### src/rtl/mem_access_unit.sv
// mem_access_unit: memory access stage of the 32-bit datapath.
// Holds MAR/MDR and runs single-word RAM read/write transactions over a
// req/ack handshake, with a bounded wait and a sticky error flag.
module mem_access_unit #(
  parameter int DATA_W  = 32,
  parameter int ADDR_W  = 9,
  parameter int TIMEOUT = 15
) (
  input  logic              clk,
  input  logic              clr,
  input  logic [DATA_W-1:0] bus_in,
  input  logic              mar_in,
  input  logic              mdr_in,
  input  logic              rd,
  input  logic              wr,
  input  logic [DATA_W-1:0] mem_rdata,
  input  logic              mem_ack,
  output logic              mem_req,
  output logic              mem_we,
  output logic [ADDR_W-1:0] mem_addr,
  output logic [DATA_W-1:0] mem_wdata,
  output logic [DATA_W-1:0] mdr_out,
  output logic              busy,
  output logic              done,
  output logic              err
);

  localparam int CNT_W = $clog2(TIMEOUT + 1);

  // The last wait-cycle count before the request is abandoned.
  localparam logic [CNT_W-1:0] CNT_LAST = CNT_W'(TIMEOUT - 1);

  localparam logic [1:0] S_IDLE = 2'd0;
  localparam logic [1:0] S_RD   = 2'd1;
  localparam logic [1:0] S_WR   = 2'd2;
  localparam logic [1:0] S_DONE = 2'd3;

  logic [1:0]        state;
  logic [ADDR_W-1:0] mar;
  logic [DATA_W-1:0] mdr;
  logic [CNT_W-1:0]  cnt;
  logic              err_q;

  // Transaction FSM together with MAR, MDR, wait counter and error flag.
  // NOTE: every register here uses <= so all updates see pre-edge values;
  // a start that coincides with a MAR load still drives the new address in
  // the next cycle because mem_addr is taken straight from mar.
  always_ff @(posedge clk or posedge clr) begin
    if (clr) begin
      state <= S_IDLE;
      mar   <= '0;
      mdr   <= '0;
      cnt   <= '0;
      err_q <= 1'b0;
    end else begin
      case (state)
        S_IDLE: begin
          if (mar_in) mar <= bus_in[ADDR_W-1:0];
          if (mdr_in) mdr <= bus_in;
          if (rd && wr) begin
            // Conflicting start: no bus cycle, just flag it and finish.
            err_q <= 1'b1;
            state <= S_DONE;
          end else if (rd || wr) begin
            err_q <= 1'b0;
            cnt   <= '0;
            state <= rd ? S_RD : S_WR;
          end
        end
        S_RD, S_WR: begin
          if (mem_ack) begin
            if (state == S_RD) mdr <= mem_rdata;
            state <= S_DONE;
          end else if (cnt == CNT_LAST) begin
            err_q <= 1'b1;
            state <= S_DONE;
          end else begin
            cnt <= cnt + CNT_W'(1);
          end
        end
        default: state <= S_IDLE;  // S_DONE lasts exactly one cycle
      endcase
    end
  end

  // Outputs decode state and registers only, so mem_ack never reaches an
  // output combinationally and clr clears them as soon as it asserts.
  assign mem_req   = (state == S_RD) || (state == S_WR);
  assign mem_we    = (state == S_WR);
  assign busy      = (state != S_IDLE);
  assign done      = (state == S_DONE);
  assign err       = err_q;
  assign mem_addr  = mar;
  assign mem_wdata = mdr;
  assign mdr_out   = mdr;

endmodule

### config.mk
export PLATFORM = sky130hd
export DESIGN_NAME = mem_access_unit
export DESIGN_NICKNAME = d
export VERILOG_FILES = /design/src/rtl/mem_access_unit.sv
export SDC_FILE = /design/constraint.sdc
export NUM_CORES = 1
export LEC_CHECK = 0
export CAP_MARGIN = 5
export CORE_UTILIZATION = 50
export DETAILED_ROUTE_END_ITERATION = 10
export DONT_BUFFER_PORTS = 1
export GPL_ROUTABILITY_DRIVEN = 0
export PLACE_DENSITY_LB_ADDON = 0.25
export SYNTH_ARGS = -nofsm -noshare
export SYNTH_HDL_FRONTEND = slang
export SYNTH_SLANG_ARGS = --single-unit
### constraint.sdc
create_clock -name clk -period 2.2 [get_ports clk]
set_input_delay 0.33 -clock clk [delete_from_list [all_inputs] [get_ports clk]]
set_output_delay 0.33 -clock clk [all_outputs]
set_load 0.01 [all_outputs]
After elaboration in Yosys (flattened, before gate mapping). Cells that the tools add are included. W data, S select, Z words.

Register bits after elaboration: 48. Input bits: 71. Output and inout port bits: 78. Word-level logic and storage cells: 52.

$add $sub $neg: 1. Equality and inequality tests: 14. Muxes and demuxes: 20. Reduce and logical (&&, ||, !) cells: 12.

Operators with widths (count): $mux W32 (3); $pmux W32 S2 (1); $mux W4 (4); $ne A2 B2 Y1 const B (8); $mux W2 (5); $pmux W4 S2 (1); $reduce_and A4 Y1 (2); $ne A3 B3 Y1 const B (2); $reduce_and A5 Y1 (1); $add A4 B1 Y4 const B (1); $eq A2 B2 Y1 const B (2); $eq A4 B4 Y1 const B (1); $mux W1 (4); $pmux W2 S2 (1); $reduce_and A2 Y1 (2); $reduce_bool A2 Y1 (2); $eq A2 B1 Y1 const B (1); $logic_not A2 Y1 (1); $logic_or A1 B1 Y1 (2); $pmux W1 S2 (1); $reduce_or A2 Y1 (1); $logic_and A1 B1 Y1 (1).

Depth between registers and ports, before layout.
Depth after elaboration: 4. Mapped depth: 8. Gate-level depth less buffers: 6.

Worst setup path after synthesis. No wires, ideal clock.

Kind: register to register. From: reg state[0]. To: reg mdr[0] (netlist: mdr_out[0]). Setup time: 0.122 ns. Arrival: 1.613 ns. Required time: 2.078 ns. Path slack: 0.465 ns. Stages on the path, launching flop included: 7. Buffers on the path: 2. Clock period less this slack: 1.735 ns. Cell sequence: dfrtp_1 > inv_1 > ha_1 > buf_4 > clkbuf_1 > mux2i_1 > a21oi_2.

Word-level cells in the longest chain between the ends: 4. Elaborated cells between the ends (all ways): 10. Those cells by class: 5 x eq/ne; 1 x mux; 4 x reduce/logical.

RTL lines: from (decl) (RTL line 38) `logic [1:0] state;`; from (signal assigned) (RTL line 67) `state <= rd ? S_RD : S_WR;`; $eq A2 B2 Y1 / $eq A2 B1 Y1 (equally long branches) (RTL line 56, 72); $reduce_or A2 Y1 (RTL line 56) `case (state)`; $ne A2 B2 Y1 (no source line) / $reduce_bool A2 Y1 (equally long branches); $reduce_and A4 Y1 (no source line); to (signal assigned) (RTL line 59) `if (mdr_in) mdr <= bus_in;`; to (signal assigned) (RTL line 72) `if (state == S_RD) mdr <= mem_rdata;`; to (decl) (RTL line 40) `logic [DATA_W-1:0] mdr;`.

Parallel ways exist; a longest one is shown, timed or not. A chain may end at the register's enable or synchronous reset.

Worst setup path after layout.
From: reg state[0]. To: out mem_req.

Word-level cells in the longest chain between the ends: 2. Elaborated cells between the ends (all ways): 3. Those cells by class: 2 x eq/ne; 1 x reduce/logical.

RTL lines: $eq A2 B1 Y1 / $eq A2 B2 Y1 (equally long branches) (RTL line 88) `assign mem_req = (state == S_RD) || (state == S_WR);`; $logic_or A1 B1 Y1 (*) (RTL line 88); to (decl) (RTL line 18) `output logic mem_req,`.

Every way passes the cells marked *; elsewhere a longest branch is shown, timed or not.

==> results by group <==
STA
  – Final TNS setup: 0 ns
  – Clock skew: 0.00482 ns
  – Fin worst setup slack: 0.301 ns
  – Setup Viol. Count Final: 0
  – Fin. max-slew vios: 0
  – Final hold vios: 13
  – Crit path time final: 1.90 ns
  – Slew @ Worst Pin: 0.648 ns
  – FMAX: 0.527 GHz
  – Slew HR: 56.7%
  – Final period utilization: 86.3%
  – RSZ-0062 raised after global routing: false
  – Min Hold Slack: -0.0113 ns

Layout
  – Fillers: 463
  – Post-route design area: 2650 um^2
  – Antenna fix cells: 0
  – Post-layout nets: 297
  – Layout cell share with drive strength beyond 1: 25.5%
  – Layout area overhead: -2.40%

Drt
  – Remaining DRCs: 0
  – Initial DRC Count: 48
  – Initial DRT Pass Iterations: 4
  – WL per Instance: 16.6 um
  – Routed vias: 1605
  – Routed wire length: 4820 um
  – Drt via density: 5.53
  – Antenna Nets Post-Route: 0

Floorplan
  – Row Count: 26
  – I/O pin count: 149
  – Initial Util: 52.5%
  – Core area: 5170 um^2
  – Die Area: 5730 um^2
  – Die height: 75.7 um
  – Die W: 75.7 um

Synth
  – Adder-Cell Fraction of Synth Area: 3.23%
  – Net Count, Synth: 327
  – Post-Syn Area: 2720 um^2
  – Xor/xnor share of the synthesized area: 0.323%
  – FF+latch count, synth: 48
  – Netlist cell types: 29
  – Count of warnings emitted by yosys: 0
  – Main combinational cell family by area after synthesis: multiplexers
  – Synth Area in Compound Gates: 15.5%
  – Sequential share of the synthesized area: 44.2%
  – Mux cell area share after synthesis: 15.9%
  – Post-Synth Simple-Gate Area: 7.37%
  – Post-Synthesis Cells: 249
  – Post-Syn Area per Cell: 10.9 um^2

Flow run
  – MaxCap Viol Count: 0

Run status
  – Failing checks: hold timing
  – Status: complete, but fails checks

GRT
  – Pin count of the biggest net entering global routing: 49
  – Initial antenna violation count: 0
  – Gr usage total: 16.7%
  – GR Overflow Total: 0
  – Vias in the first global route: 1580
  – First-pass GRT wire length: 7080 um

Power and ir drop
  – Peak supply drop: 0.00107 V
  – Leak pwr: 1.14 nW
  – Pwr dens: 2100 nW/um^2

Clock tree
  – Clock latency on the worst-skew pair: 0.29 ns
  – Root buf cell: clkbuf_8
  – Hold Buf Count CTS: 0
  – Clock transition at path regs: 0.09 ns
  – CTS sink cnt: 48
  – Clk buf depth: 2
  – Setup Buffers After CTS: 0
  – # H-tree levels: 2
  – Cts bufs inserted: 5
  – Post-CTS sizing: 0
  – CTS tree: done

Critical path
  – Worst-path fanout max: 17
  – Max incr delay on CP: 0.43 ns
  – Worst endpoint required time: 1.87 ns
  – Critical setup path kind: reg2out
  – Setup crit end kind: primary output
  – CP arrival: 1.57 ns
  – Crit path launch type: flop
  – Worst path cell trace: inv_1, ha_2, buf_4
  – Slowest-stage cell, CP: ha_2

Placement
  – Placed cell area: 2530 um^2
  – Port-buffer cells: 0
  – Hpwl dp: 3700 um
  – Dpl ws: 0.426 ns

Worst hold path
  – Hold Crit Class: in2async
worst max-delay path, delay by kind of cell, from the launching register on:
kind	cells	cell delay [ns]
adder cells (fa/ha/maj)	1	0.43
buffers and inverters	2	0.42
flip-flops	1	0.41
layer usage:
layer  vias up  routed length [um]  GRT usage [%]  share of wire, %
met5         -                   0              0                 0
met4         0                  14           4.73              0.29
met3         4                 476           6.35               9.9
met2        90                2350           29.6                49
met1       754                1980           18.8                41
li1        757                   -              -                 -
placed cells by master, fill, tap and decap left out, types with 4 or more instances in the layout:
| master | Yosys | final |
|---|---|---|
| inv_1 | 6 | 5 |
| clkbuf_8 | 0 | 6 |
| nor2_1 | 34 | 34 |
| mux2_2 | 9 | 9 |
| mux2i_1 | 33 | 33 |
| nand2_1 | 7 | 7 |
| a21oi_1 | 10 | 10 |
| dfrtp_1 | 48 | 48 |
| buf_4 | 34 | 6 |
| nand3_1 | 4 | 4 |
| ha_1 | 7 | 6 |
| o21ai_0 | 5 | 5 |
| a21oi_2 | 28 | 28 |
synth_stat cells:
library cell,n,area [um^2]
inv_1,6,22.5
o22a_1,1,8.76
nor2b_1,1,6.26
o221ai_1,1,8.76
a21oi_2,28,245
a31oi_1,1,6.26
o21ai_0,5,25.0
mux2_2,9,101
a22oi_1,1,7.51
a41oi_1,1,8.76
xnor2_1,1,8.76
nand3_1,4,20.0
a21oi_1,10,50.1
nand2_1,7,26.3
nand4_1,1,6.26
dfrtp_1,48,1200
clkbuf_1,1,3.75
nand3b_1,1,7.51
a21oi_4,1,16.3
mux2i_1,33,330
buf_6,6,67.6
nand2b_1,1,6.26
ha_1,7,87.6
a221o_1,1,10.0
buf_2,3,15.0
buf_4,34,255
nor2_1,34,128
o2bb2ai_1,1,8.76
a221oi_4,1,26.3
final cells by class:
type                    instances  area, um^2  area share (%)
inverters                       6        22.5           0.850
clock buffers                   6        82.6            3.12
well taps                      70        87.6            3.31
flip-flops and latches         48        1200            45.3
clock inverters                 2        38.8            1.46
repair buffers                  7        65.1            2.46
multi-input cells             151        1150            43.5
final timing paths:
kind	slack [ns]	from	endpoint	depth (start not counted)
worst min register to register	0.58	cnt[1]$_DFFE_PP0P_	cnt[1]$_DFFE_PP0P_	1
max in group asynchronous	1.60	clr	mem_addr[0]$_DFFE_PP0P_	2
worst max register to register	0.42	state[0]$_DFFE_PP0P_	err$_DFFE_PP0P_	6
min in group clk	0.18	bus_in[7]	mem_addr[7]$_DFFE_PP0P_	1
worst max-delay path	0.30	state[0]$_DFFE_PP0P_	mem_req	3
worst min-delay path	-0.01	clr	mdr_out[14]$_DFFE_PP0P_	1
sequential cells by signal, indices dropped and copies added (netlist names):
| register | cells |
|---|---|
| mem_addr | 9 |
| state | 2 |
| mdr_out | 32 |
| err | 1 |
| cnt | 4 |
stage by stage:
step                hold slack (ns)  utilization, %  cells  power (W)
global route                 0.0324            51.2    290    0.00609
floorplan                     0.481               -    249    0.00500
finish                      -0.0113            51.2    290    0.00558
global placement              0.347            48.9    282    0.00491
detailed placement            0.344            48.9    282    0.00500
CTS                          0.0108            51.2    290    0.00567
power breakdown:
| group | internal (W) | leakage [nW] | switching [W] |
|---|---|---|---|
| clock | 0.000372 | 0.0614 | 0.000291 |
| sequential | 0.00135 | 0.549 | 0.000739 |
| combinational | 0.00122 | 0.529 | 0.00161 |
logic make-up after synthesis:
family / count (synthesis)
adder cells (fa/ha/maj): 7
XOR/XNOR: 1
buffers and inverters: 50
multiplexers: 42
AO/OA/AOI/OAI: 52
AND/OR/NAND/NOR: 49
flip-flops: 48
No activity file was read; power rests on OpenSTA's default activity.
